`src/rtl/pwm_duty_ctrl.sv`:
```
// pwm_duty_ctrl: soft-start/stop duty sequencer with period-aligned PWM.
// Optional 7-seg level display built when PWM_CTRL_DISPLAY_EN is defined.
module pwm_duty_ctrl #(
  parameter int SLOT_CYCLES = 1000,
  parameter int RAMP_CYCLES = 50000,
  parameter int START_LEVEL = 5
) (
  input  logic       clk,
  input  logic       rst,
  input  logic       swt_start_stop,
  input  logic       swt_increase,
  input  logic       swt_decrease,
  output logic       motor_pwm,
  output logic       motor_running,
  output logic [3:0] duty_level,
  output logic       ramping,
  output logic [6:0] display
);
  localparam int PW = $clog2(SLOT_CYCLES + 1);
  localparam int RW = $clog2(RAMP_CYCLES + 1);
  localparam logic [PW-1:0] PMAX = PW'(SLOT_CYCLES - 1);
  localparam logic [RW-1:0] RMAX = RW'(RAMP_CYCLES - 1);
  localparam logic [3:0] START = 4'(START_LEVEL);

  typedef enum logic [1:0] {
    IDLE,
    RAMP_UP,
    RUN,
    RAMP_DOWN
  } state_t;

  state_t state, state_nx;

  logic          ss_q, inc_q, dec_q;
  logic          inc_p, dec_p;
  logic          inc_edge, dec_edge;
  logic          tick;
  logic [RW-1:0] ramp_cnt;
  logic [3:0]    level_nx;
  logic [PW-1:0] presc;
  logic [3:0]    phase;
  logic [3:0]    applied_duty;

  assign inc_edge = inc_q & ~inc_p;
  assign dec_edge = dec_q & ~dec_p;
  assign tick     = (ramp_cnt == RMAX);

  always_comb begin
    state_nx = state;
    level_nx = duty_level;
    unique case (state)
      IDLE: begin
        level_nx = '0;
        if (ss_q) state_nx = RAMP_UP;
      end
      RAMP_UP: begin
        if (!ss_q)
          state_nx = RAMP_DOWN;
        else if (duty_level >= START)
          state_nx = RUN;
        else if (tick)
          level_nx = duty_level + 4'd1;
      end
      RUN: begin
        if (!ss_q) begin
          state_nx = RAMP_DOWN;
        end else if (inc_edge && !dec_edge) begin
          if (duty_level < 4'd9)
            level_nx = duty_level + 4'd1;
        end else if (dec_edge && !inc_edge) begin
          if (duty_level > 4'd1)
            level_nx = duty_level - 4'd1;
        end
      end
      RAMP_DOWN: begin
        if (ss_q)
          state_nx = RAMP_UP;
        else if (duty_level == 4'd0)
          state_nx = IDLE;
        else if (tick)
          level_nx = duty_level - 4'd1;
      end
      default: state_nx = IDLE;
    endcase
  end

  always_ff @(posedge clk) begin
    if (rst) begin
      state         <= IDLE;
      ss_q          <= 1'b0;
      inc_q         <= 1'b0;
      dec_q         <= 1'b0;
      inc_p         <= 1'b0;
      dec_p         <= 1'b0;
      duty_level    <= '0;
      ramp_cnt      <= '0;
      motor_running <= 1'b0;
      ramping       <= 1'b0;
    end else begin
      state         <= state_nx;
      ss_q          <= swt_start_stop;
      inc_q         <= swt_increase;
      dec_q         <= swt_decrease;
      inc_p         <= inc_q;
      dec_p         <= dec_q;
      duty_level    <= level_nx;
      motor_running <= (state_nx != IDLE);
      ramping       <= (state_nx == RAMP_UP) ||
                       (state_nx == RAMP_DOWN);
      // Any state change restarts the ramp interval
      if ((state_nx != state) || tick)
        ramp_cnt <= '0;
      else
        ramp_cnt <= ramp_cnt + RW'(1);
    end
  end

  always_ff @(posedge clk) begin
    if (rst) begin
      presc        <= '0;
      phase        <= '0;
      applied_duty <= '0;
      motor_pwm    <= 1'b0;
    end else begin
      if (presc == PMAX) begin
        presc <= '0;
        phase <= (phase == 4'd9) ? 4'd0 : phase + 4'd1;
      end else begin
        presc <= presc + PW'(1);
      end
      // Duty only changes at period start to avoid glitches
      if ((phase == 4'd0) && (presc == '0))
        applied_duty <= duty_level;
      motor_pwm <= (phase < applied_duty);
    end
  end

`ifdef PWM_CTRL_DISPLAY_EN
  always_ff @(posedge clk) begin
    if (rst) begin
      display <= 7'b1000000;
    end else begin
      case (duty_level)
        4'd0:    display <= 7'b1000000;
        4'd1:    display <= 7'b1111001;
        4'd2:    display <= 7'b0100100;
        4'd3:    display <= 7'b0110000;
        4'd4:    display <= 7'b0011001;
        4'd5:    display <= 7'b0010010;
        4'd6:    display <= 7'b0000010;
        4'd7:    display <= 7'b1111000;
        4'd8:    display <= 7'b0000000;
        4'd9:    display <= 7'b0010000;
        default: display <= 7'b1111111;
      endcase
    end
  end
`else
  assign display = 7'b1111111;
`endif

endmodule

```
`config.mk`:
```
export PLATFORM = sky130hd
export DESIGN_NAME = pwm_duty_ctrl
export DESIGN_NICKNAME = d
export VERILOG_FILES = /design/src/rtl/pwm_duty_ctrl.sv
export SDC_FILE = /design/constraint.sdc
export NUM_CORES = 1
export LEC_CHECK = 0
export CORE_ASPECT_RATIO = 0.6
export CORE_MARGIN = 4
export CORE_UTILIZATION = 30
export CTS_CLUSTER_DIAMETER = 200
export DETAILED_ROUTE_END_ITERATION = 6
export GPL_ROUTABILITY_DRIVEN = 0
export RECOVER_POWER = 50
export SETUP_SLACK_MARGIN = 0.5
export SLEW_MARGIN = 20
export SYNTH_ARGS = -nofsm -noshare
export SYNTH_HDL_FRONTEND = slang
export SYNTH_SLANG_ARGS = --single-unit
```
`constraint.sdc`:
```
create_clock -name clk -period 2.58 [get_ports clk]
set_input_delay 0.387 -clock clk [delete_from_list [all_inputs] [get_ports clk]]
set_output_delay 0.387 -clock clk [all_outputs]
set_load 0.1 [all_outputs]
```
Word-level counts from Yosys, hierarchy flattened --
Cells that the tools add are included.
Storage, ports and cells: word-level logic and storage cells 81, bits in read-only memories 0, bits of input ports 5, output and inout port bits 14, bits in latches 0, bits in registers 48, memories kept 0, bits in writable memories 0
Operators by class: multiplexer cells 20, bitwise logic cells 4, magnitude comparators 4, add/sub/neg operators 5, reductions and logical operators 15, equality and inequality tests 19, shifts and indexed selects 0, div/mod/pow operators 0, multiply operators 0
Operators with widths (count):
- 2-to-1 mux 4 bit | 12
- adder 16 x 1 -> 16 bit, second input constant | 1
- == test 16 bit, second input constant | 1
- one-hot mux 4 bit (4 select lines) | 1
- inequality test 2 bit, second input constant | 7
- 2-to-1 mux 2 bit | 6
- adder 10 x 1 -> 10 bit, second input constant | 1
- == test 10 bit, second input constant | 1
- logical NOT 10 bit | 1
- AND reduction 10 bit | 1
- inequality test 3 bit, second input constant | 3
- adder 4 x 1 -> 4 bit, second input constant | 2
- logical NOT 4 bit | 2
- one-hot mux 2 bit (4 select lines) | 1
- == test 2 bit, second input constant | 3
- == test 2 x 1 -> 1 bit, second input constant | 2
- == test 4 bit, second input constant | 1
- >= comparator 4 x 3 -> 1 bit, second input constant | 1
- > comparator 4 x 1 -> 1 bit, second input constant | 1
- < comparator 4 bit | 1
- < comparator 4 bit, second input constant | 1
- OR reduction 2 bit | 2
- subtractor 4 x 1 -> 4 bit, second input constant | 1
- logical AND 1 bit | 3
- other kinds (7) | 11

Longest topological paths before layout --
Gate-level depths: netlist (run 1).
depth after elaboration 8, mapped depth 8, gate-level depth less buffers 7

Least setup slack after synthesis (run 1) --
Ideal clock, no wire load.
kind reg-to-reg, from register duty_level[1], to register ramp_cnt[15], arrival time 2.536 ns, stages on the path, launching flop included 9, path buffers 1, setup slack -0.020 ns, clock period less this slack 2.600 ns, path through dfxtp_1 -> inv_1 -> ha_1 -> nand2b_1 -> a21oi_1 -> a221o_1 -> o2111ai_2 -> buf_4 -> nor2_1
Between the ends: cells in the longest elaborated chain, start to end 7, elaborated cells between the ends (all ways) 10, those cells by class order compare: 1; eq/ne: 1; mux: 5; reduce/logical: 3
Ends and longest elaborated chain:
- from (decl) | line 15 | output logic [3:0] duty_level,
- from (signal assigned) | line 106 | duty_level <= level_nx;
- >= comparator 4 x 3 -> 1 bit / logical NOT 4 bit (equally long branches) | line 59, 78
- 2-to-1 mux 2 bit, on equally long branches | line 59, 78
- 2-to-1 mux 2 bit, on equally long branches | line 57, 76
- one-hot mux 2 bit (4 select lines) * | line 51 | unique case (state)
- inequality test 2 bit * | line 111 | if ((state_nx != state) || tick)
- logical OR 1 bit * | line 111
- OR reduction 2 bit (no source line) *
- to (signal assigned) | line 114 | ramp_cnt <= ramp_cnt + RW'(1);
- to (decl) | line 38 | logic [RW-1:0] ramp_cnt;
Every way passes the cells marked *; elsewhere a longest branch is shown, timed or not. A chain may end at the register's enable or synchronous reset.

Worst setup path after layout (run 1) --
from register ramp_cnt[13], to register duty_level[3]
Between the ends: cells in the longest elaborated chain, start to end 3, elaborated cells between the ends (all ways) 4, those cells by class eq/ne: 3; reduce/logical: 1
Ends and longest elaborated chain:
- == test 16 bit * | line 46 | assign tick = (ramp_cnt == RMAX);
- inequality test 2 bit (no source line)
- AND reduction 10 bit (no source line) *
Marked as above.

==> results of run 1 <==
==> area by class of cell <==
class,count,area [µm²]
sequential,48,972
inverter,16,60.1
timing repair buffer,14,85.1
tap,104,130
clock buffer,7,153
multi-input combinational,202,1330
clock inverter,1,30.0
fill,776,4750
==> stage by stage <==
step	worst slack (ns)	utilization, %	area, µm²	instances	power [mW]
finish	0.507	36.7	2760	392	2.06
global route	0.355	36.7	2760	392	2.16
CTS	0.522	36.8	2770	391	2.10
detailed placement	0.447	34.2	2570	383	1.30
global placement	0.447	34.2	2570	383	1.30
floorplan	0.540	-	2430	284	1.22
==> path summary, 6_finish.rpt <==
kind / from / endpoint / slack, ns / depth (start not counted)
worst max-delay path: ramp_cnt[13]$_SDFF_PP0_ / duty_level[3]$_SDFFE_PP0P_ / 0.51 / 5
worst min register to register: ramp_cnt[0]$_SDFF_PP0_ / ramp_cnt[0]$_SDFF_PP0_ / 0.45 / 1
worst max register to register: ramp_cnt[13]$_SDFF_PP0_ / duty_level[3]$_SDFFE_PP0P_ / 0.51 / 5
worst min-delay path: ramp_cnt[0]$_SDFF_PP0_ / ramp_cnt[0]$_SDFF_PP0_ / 0.45 / 1
==> power by group through the flow <==
| stage | Sequential, mW | Clock (mW) | Combinational (mW) |
|---|---|---|---|
| CTS | 0.828 | 0.811 | 0.460 |
| detailed placement | 0.845 | 0 | 0.451 |
| floorplan | 0.946 | 0 | 0.273 |
| finish | 0.830 | 0.782 | 0.451 |
| global placement | 0.843 | 0 | 0.452 |
| global route | 0.836 | 0.837 | 0.483 |
==> cell usage after synthesis (all sizes together), types with 9 or more instances <==
cell | n | area share, %
nor2 | 37 | 5.8
inv | 16 | 2.5
xnor2 | 14 | 5.1
nor2b | 11 | 2.9
nand4 | 9 | 2.4
nand3 | 11 | 2.3
xor2 | 11 | 4.0
dfxtp | 48 | 40
nand2 | 9 | 1.4
clkbuf | 10 | 1.6
ha | 10 | 5.2
a21oi | 12 | 2.5
==> kinds of logic (layout without fill, tap and decap cells) <==
kind of cell               count (synthesis)  after routing  share of synthesized area (%)
and+or+nand+nor                          113            113                           25.0
xor gates and xnor gates                  25             25                           9.15
DFF                                       48             48                           40.1
adders and majority gates                 10             10                           5.23
muxes                                      3              3                           1.25
other                                      1              7                          0.157
AOI/OAI and AO/OA                         44             44                           12.5
buffers and inverters                     34             38                           6.59
==> flip-flops by register name (all words and copies together) (netlist names), 2 cells and up <==
register,cells
applied_duty,4
presc,10
phase,4
ramp_cnt,16
duty_level,4
state,2
==> metal layers <==
layer / vias to the layer above / track usage [%] / wire [µm]
met5: - / 0 / 0
met4: 0 / 3.98 / 70
met3: 7 / 3.46 / 252
met2: 38 / 12.5 / 1640
met1: 825 / 16.1 / 2720
li1: 966 / - / -
==> what timing repair did <==
item / 4_1_cts / 5_1_grt
setup endpoints to repair: 18 / 20
buffers inserted: 0 / 1
pin swaps: 0 / 2
resized for setup: 2 / 5
==> worst max-delay path: stages, from the launching register on <==
cell                      delay, ns
sky130_fd_sc_hd__dfxtp_1       0.34
sky130_fd_sc_hd__or4b_1        0.53
sky130_fd_sc_hd__or4_4         0.57
sky130_fd_sc_hd__and2_4        0.20
sky130_fd_sc_hd__o31ai_1       0.20
sky130_fd_sc_hd__a21oi_1       0.09
==> impl_metrics.prom, run 1 <==
# TYPE chip_impl_metric gauge
chip_impl_info{name="outcome",value="finished, final reports clean"} 1
chip_impl_metric{name="syn_inst",unit=""} 278
chip_impl_metric{name="detail_route.wl_per_cell",unit="µm"} 12.0
chip_impl_metric{name="power.switching",unit="µW"} 649
chip_impl_metric{name="yosys_warnings",unit=""} 0
chip_impl_metric{name="cp_max_fo",unit=""} 3
chip_impl_metric{name="clock_power_share",unit="%"} 37.9
chip_impl_metric{name="tightest_slew",unit="ns"} 1.19
chip_impl_metric{name="power.density_cell_area",unit="nW/µm²"} 749
chip_impl_metric{name="setup_total_negative_slack",unit="ns"} 0
chip_impl_metric{name="slew-limit-headroom",unit="%"} 21.3
chip_impl_metric{name="synthArstFlopShare",unit="%"} 0
chip_impl_metric{name="drt_pre_antenna_iters",unit=""} 4
chip_impl_metric{name="detail_route.iter0.violations",unit=""} 68
chip_impl_metric{name="clock-sinks",unit=""} 48
chip_impl_info{name="timing.hold.worst.class",value="flop to flop"} 1
chip_impl_info{name="final_common_cell",value="sky130_fd_sc_hd__dfxtp_1"} 1
chip_impl_metric{name="finalHoldViolations",unit=""} 0
chip_impl_metric{name="synth_edf_count",unit=""} 0
chip_impl_info{name="crit_path_end_kind",value="flop"} 1
chip_impl_metric{name="vias_in_the_first_global_route",unit=""} 1643
chip_impl_metric{name="detail_route.drc_violations",unit=""} 0
chip_impl_metric{name="clkSlewWorstSetupHoldPaths",unit="ns"} 0.06
chip_impl_metric{name="die_height",unit="µm"} 77.2
chip_impl_info{name="layout_common_cells",value="sky130_fd_sc_hd__dfxtp_1, sky130_fd_sc_hd__nor2_1, sky130_fd_sc_hd__inv_1"} 1
chip_impl_metric{name="tritoncts_buffer_count",unit=""} 5
chip_impl_metric{name="gr-usage-all-layers",unit="%"} 10.3
chip_impl_metric{name="floorplan.initialDensity",unit="%"} 31.9
chip_impl_metric{name="grt_antenna_before_repair",unit=""} 0
chip_impl_metric{name="synth.ff_latch_count",unit=""} 48
chip_impl_metric{name="finalCriticalPeriod",unit="ns"} 2.07
chip_impl_metric{name="chipWidth",unit="µm"} 123
chip_impl_metric{name="route.detailed.vias_per_inst",unit=""} 4.68
chip_impl_metric{name="final_nets",unit=""} 302
chip_impl_metric{name="ioPinCount",unit=""} 19
chip_impl_metric{name="ratio_of_cells_with_drive_above_1_in_the_final_layout",unit="%"} 8.68
chip_impl_metric{name="endpoints_failing_setup",unit=""} 0
chip_impl_metric{name="die-area",unit="µm²"} 9520
chip_impl_metric{name="cts-hold-fix-buffers",unit=""} 0
chip_impl_metric{name="post_route_fraction_of_the_period_consumed_by_the_critical_path",unit="%"} 80.3
chip_impl_metric{name="critical_path_rt",unit="ns"} 2.71
chip_impl_metric{name="timing.fmax",unit="GHz"} 0.482
chip_impl_metric{name="placement_rows",unit=""} 24
chip_impl_metric{name="clock_tree.htree_level_count",unit=""} 2
chip_impl_metric{name="area_growth_syn_to_layout",unit="%"} 15.2
chip_impl_metric{name="worst_ir_drop_vdd",unit="mV"} 0.254
chip_impl_metric{name="fp.coreArea",unit="µm²"} 7510
chip_impl_metric{name="timing.hold.ws",unit="ns"} 0.453
chip_impl_metric{name="vias",unit=""} 1836
chip_impl_info{name="clock-root-buffer",value="sky130_fd_sc_hd__clkbuf_16"} 1
chip_impl_info{name="cts_tree",value="built"} 1
chip_impl_metric{name="io_buffers",unit=""} 11
chip_impl_metric{name="overflow",unit=""} 0
chip_impl_metric{name="latest_clock_arrival_within_the_worst_skew_pair",unit="ns"} 0.29
chip_impl_info{name="synthFlopType",value="sky130_fd_sc_hd__dfxtp_1"} 1
chip_impl_metric{name="grt_start_max_net_pins",unit=""} 25
chip_impl_metric{name="cts.path.max_buffers",unit=""} 2
chip_impl_metric{name="crit_arrival",unit="ns"} 2.20
chip_impl_metric{name="grt_pass1_wl",unit="µm"} 7930
chip_impl_metric{name="place.detailed.hpwl",unit="µm"} 3410
chip_impl_metric{name="report.final.slew_viol_count",unit=""} 0
chip_impl_metric{name="antenna_cells_inserted",unit=""} 0
chip_impl_metric{name="post_synth_instance_area",unit="µm²"} 2390
chip_impl_metric{name="pwr-share-seq",unit="%"} 40.2
chip_impl_metric{name="route.final.wire_length",unit="µm"} 4690
chip_impl_metric{name="fin_skew",unit="ns"} 0.00678
chip_impl_info{name="start_kind",value="flop"} 1
chip_impl_metric{name="synth.lib_cells_used.distinct",unit=""} 45
chip_impl_info{name="rsz0062_at_grt",value="yes"} 1
chip_impl_metric{name="combinationalPowerShare",unit="%"} 21.9
chip_impl_metric{name="p_int",unit="mW"} 1.41
chip_impl_metric{name="max-cap-violations",unit=""} 0
chip_impl_metric{name="power.leakage",unit="nW"} 0.999
chip_impl_metric{name="synth_area_per_cell",unit="µm²"} 8.61
chip_impl_metric{name="sw_frac_of_total",unit="%"} 31.5
chip_impl_metric{name="synth_sequential_area_ratio",unit="%"} 40.1
chip_impl_info{name="crit_type",value="flop to flop"} 1
chip_impl_metric{name="postRouteAntennaNets",unit=""} 0
No activity file was read; power rests on OpenSTA's default activity.
==> run 2, diff against run 1 <==
==> constraint.sdc (replaced) <==
create_clock -name clk -period 2 [get_ports clk]
set_input_delay 0.3 -clock clk [delete_from_list [all_inputs] [get_ports clk]]
set_output_delay 0.3 -clock clk [all_outputs]
set_load 0.1 [all_outputs]
==> impl_metrics.prom, run 2 (synthesis gave the netlist of run 1 again) <==
# TYPE chip_impl_metric gauge
chip_impl_metric{name="timing.hold.ws",unit="ns"} 0.444
chip_impl_metric{name="cts.path.max_buffers",unit=""} 2
chip_impl_metric{name="report.final.slew_viol_count",unit=""} 0
chip_impl_metric{name="cts-hold-fix-buffers",unit=""} 0
chip_impl_metric{name="gr-usage-all-layers",unit="%"} 11.1
chip_impl_metric{name="worst_ir_drop_vdd",unit="mV"} 0.448
chip_impl_metric{name="tightest_slew",unit="ns"} 0.550
chip_impl_metric{name="ratio_of_cells_with_drive_above_1_in_the_final_layout",unit="%"} 22.4
chip_impl_metric{name="area_growth_syn_to_layout",unit="%"} 25.9
chip_impl_metric{name="floorplan.initialDensity",unit="%"} 31.9
chip_impl_metric{name="grt_antenna_before_repair",unit=""} 0
chip_impl_metric{name="die_height",unit="µm"} 77.2
chip_impl_metric{name="wl_met3",unit="µm"} 344
chip_impl_metric{name="number_of_filler_cells_placed_in_the_layout",unit=""} 775
chip_impl_metric{name="vias_in_the_first_global_route",unit=""} 1744
chip_impl_metric{name="min_path_cells",unit=""} 1
chip_impl_info{name="final_common_cell",value="sky130_fd_sc_hd__dfxtp_1"} 1
chip_impl_metric{name="clkSlewWorstSetupHoldPaths",unit="ns"} 0.06
chip_impl_info{name="reg2reg_to",value="duty_level[2]$_SDFFE_PP0P_"} 1
chip_impl_metric{name="clock_power_share",unit="%"} 34.4
chip_impl_metric{name="crit_arrival",unit="ns"} 2.11
chip_impl_metric{name="final_nets",unit=""} 318
chip_impl_metric{name="critical_path_rt",unit="ns"} 2.17
chip_impl_metric{name="finalHoldViolations",unit=""} 0
chip_impl_metric{name="grt_pass1_wl",unit="µm"} 8450
chip_impl_metric{name="detail_route.wl_per_cell",unit="µm"} 12.6
chip_impl_metric{name="endpoints_failing_setup",unit=""} 0
chip_impl_info{name="crit_type",value="flop to flop"} 1
chip_impl_info{name="layout_common_cells",value="sky130_fd_sc_hd__dfxtp_1, sky130_fd_sc_hd__nor2_1, sky130_fd_sc_hd__buf_4"} 1
chip_impl_info{name="hp-start",value="presc[0]$_SDFF_PP0_"} 1
chip_impl_metric{name="met2WireLength",unit="µm"} 1820
chip_impl_metric{name="pwr-share-seq",unit="%"} 40.3
chip_impl_metric{name="route.final.wire_length",unit="µm"} 5130
chip_impl_metric{name="ioPinCount",unit=""} 19
chip_impl_metric{name="clock_tree.htree_level_count",unit=""} 2
chip_impl_metric{name="route.detailed.vias_per_inst",unit=""} 4.79
chip_impl_info{name="outcome",value="finished, final reports clean"} 1
chip_impl_metric{name="wl_met1",unit="µm"} 2900
chip_impl_metric{name="detail_route.drc_violations",unit=""} 0
chip_impl_info{name="top_layer",value="met4"} 1
chip_impl_metric{name="clock-sinks",unit=""} 48
chip_impl_metric{name="fp.coreArea",unit="µm²"} 7510
chip_impl_metric{name="largest_register_ff_count",unit=""} 16
chip_impl_info{name="rsz0062_at_grt",value="yes"} 1
chip_impl_metric{name="chipWidth",unit="µm"} 123
chip_impl_metric{name="grt_start_max_net_pins",unit=""} 17
chip_impl_metric{name="place.detailed.hpwl",unit="µm"} 3700
chip_impl_info{name="timing.hold.worst.class",value="flop to flop"} 1
chip_impl_info{name="crit_path_end_kind",value="flop"} 1
chip_impl_metric{name="layout_setup_ws",unit="ns"} 0.0594
chip_impl_metric{name="setup_total_negative_slack",unit="ns"} 0
chip_impl_metric{name="slew-limit-headroom",unit="%"} 63.5
chip_impl_metric{name="drt_pre_antenna_iters",unit=""} 4
chip_impl_metric{name="detail_route.iter0.violations",unit=""} 158
chip_impl_metric{name="combinationalPowerShare",unit="%"} 25.3
chip_impl_metric{name="power.switching",unit="µW"} 885
chip_impl_metric{name="antenna_cells_inserted",unit=""} 0
chip_impl_metric{name="power.density_cell_area",unit="nW/µm²"} 896
chip_impl_info{name="launching_point_of_the_worst_reg2reg_path",value="ramp_cnt[10]$_SDFF_PP0_"} 1
chip_impl_metric{name="reg2reg_depth",unit=""} 5
chip_impl_metric{name="postRouteAntennaNets",unit=""} 0
chip_impl_info{name="largest-register",value="ramp_cnt"} 1
chip_impl_metric{name="sw_frac_of_total",unit="%"} 32.7
chip_impl_metric{name="overflow",unit=""} 0
chip_impl_metric{name="latest_clock_arrival_within_the_worst_skew_pair",unit="ns"} 0.29
chip_impl_metric{name="pre_cts_slack",unit="ns"} 0.0246
chip_impl_metric{name="fin_skew",unit="ns"} 0.00361
chip_impl_metric{name="die-area",unit="µm²"} 9520
chip_impl_info{name="cts_tree",value="built"} 1
chip_impl_info{name="start_kind",value="flop"} 1
chip_impl_metric{name="max-cap-violations",unit=""} 0
chip_impl_info{name="clock-root-buffer",value="sky130_fd_sc_hd__clkbuf_16"} 1
chip_impl_metric{name="placement_rows",unit=""} 24
chip_impl_metric{name="timing.fmax",unit="GHz"} 0.515
chip_impl_metric{name="power.leakage",unit="nW"} 1.10
chip_impl_metric{name="io_buffers",unit=""} 11
chip_impl_metric{name="p_int",unit="mW"} 1.82
chip_impl_metric{name="cp_max_fo",unit=""} 4
chip_impl_info{name="top_flop_regs",value="ramp_cnt: 16 flops, presc: 10 flops"} 1
chip_impl_metric{name="tritoncts_buffer_count",unit=""} 5
chip_impl_info{name="min_to",value="presc[0]$_SDFF_PP0_"} 1
chip_impl_metric{name="flop_to_flop_setup_slack",unit="ns"} 0.06
chip_impl_metric{name="vias",unit=""} 1954
chip_impl_metric{name="post_route_fraction_of_the_period_consumed_by_the_critical_path",unit="%"} 97.0
chip_impl_metric{name="finalCriticalPeriod",unit="ns"} 1.94
[run 2: changes by cell type in the layout (fill, tap and decap cells not counted), sizes merged]
cell / previous run / this run
clkbuf: 15 / 14
clkinv: 0 / 1
o2111ai: 1 / 2
buf: 2 / 17
[run 2: worst max-delay path by stage]
| stage | from | endpoint | slack, ns | cells past startpoint |
|---|---|---|---|---|
| detailed placement | ramp_cnt[5]$_SDFF_PP0_ | duty_level[2]$_SDFFE_PP0P_ | 0.02 | 5 |
| finish | ramp_cnt[10]$_SDFF_PP0_ | duty_level[2]$_SDFFE_PP0P_ | 0.06 | 5 |
| global route | ramp_cnt[10]$_SDFF_PP0_ | duty_level[2]$_SDFFE_PP0P_ | 0.004 | 5 |
| global placement | ramp_cnt[11]$_SDFF_PP0_ | duty_level[2]$_SDFFE_PP0P_ | 0.05 | 5 |
| floorplan | ramp_cnt[5]$_SDFF_PP0_ | duty_level[2]$_SDFFE_PP0P_ | 0.08 | 5 |
| CTS | ramp_cnt[12]$_SDFF_PP0_ | duty_level[2]$_SDFFE_PP0P_ | 0.05 | 5 |
[run 2: timing repair]
| action | 4_1_cts | 5_1_grt |
|---|---|---|
| endpoints found under the setup margin | 28 | 29 |
| cloned | 0 | 1 |
| pin swaps | 6 | 17 |
| gates resized for setup | 6 | 20 |
| setup buffers | 2 | 3 |
[run 2: area by class of cell]
cell class                      count  area [µm²]  area share (%)
Clock buffer                        6         129            4.28
Tap cell                          104         130            4.32
Inverter                           16        65.1            2.16
Sequential cell                    48         990            32.8
Clock inverter                      2        35.0            1.16
Multi-Input combinational cell    203        1460            48.4
Timing Repair Buffer               29         206            6.85
[run 2: metal layers]
metal / GRT usage [%] / vias up
li1: - / 1005
met4: 3.65 / 0
met5: 0 / -
met1: 17.8 / 895
met3: 3.38 / 8
met2: 13.2 / 46
[run 2: stage by stage]
step                      total power [mW]  instance area [µm²]  utilization, %  std cells
after floorplan                       1.64                 2520               -        284
after global placement                1.76                 2730            36.3        394
after detailed placement              1.76                 2730            36.3        394
after CTS                             2.71                 2920            38.9        404
after global routing                  2.85                 3010            40.2        408
final                                 2.70                 3010            40.2        408
[run 2: power by group through the flow]
stage,clock network [mW],logic [mW],registers [mW]
5_1_grt,1.01,0.740,1.10
2_1_floorplan,0,0.417,1.23
6_report,0.930,0.685,1.09
3_5_place_dp,0,0.654,1.11
4_1_cts,0.957,0.665,1.09
3_3_place_gp,0,0.652,1.10
[run 2: worst max-delay path, cell delays in order, from the launching register on]
cell	delay, ns
sky130_fd_sc_hd__dfxtp_1	0.31
sky130_fd_sc_hd__or4b_1	0.52
sky130_fd_sc_hd__or4_4	0.55
sky130_fd_sc_hd__and2_4	0.18
sky130_fd_sc_hd__o31ai_4	0.17
sky130_fd_sc_hd__a21oi_1	0.09
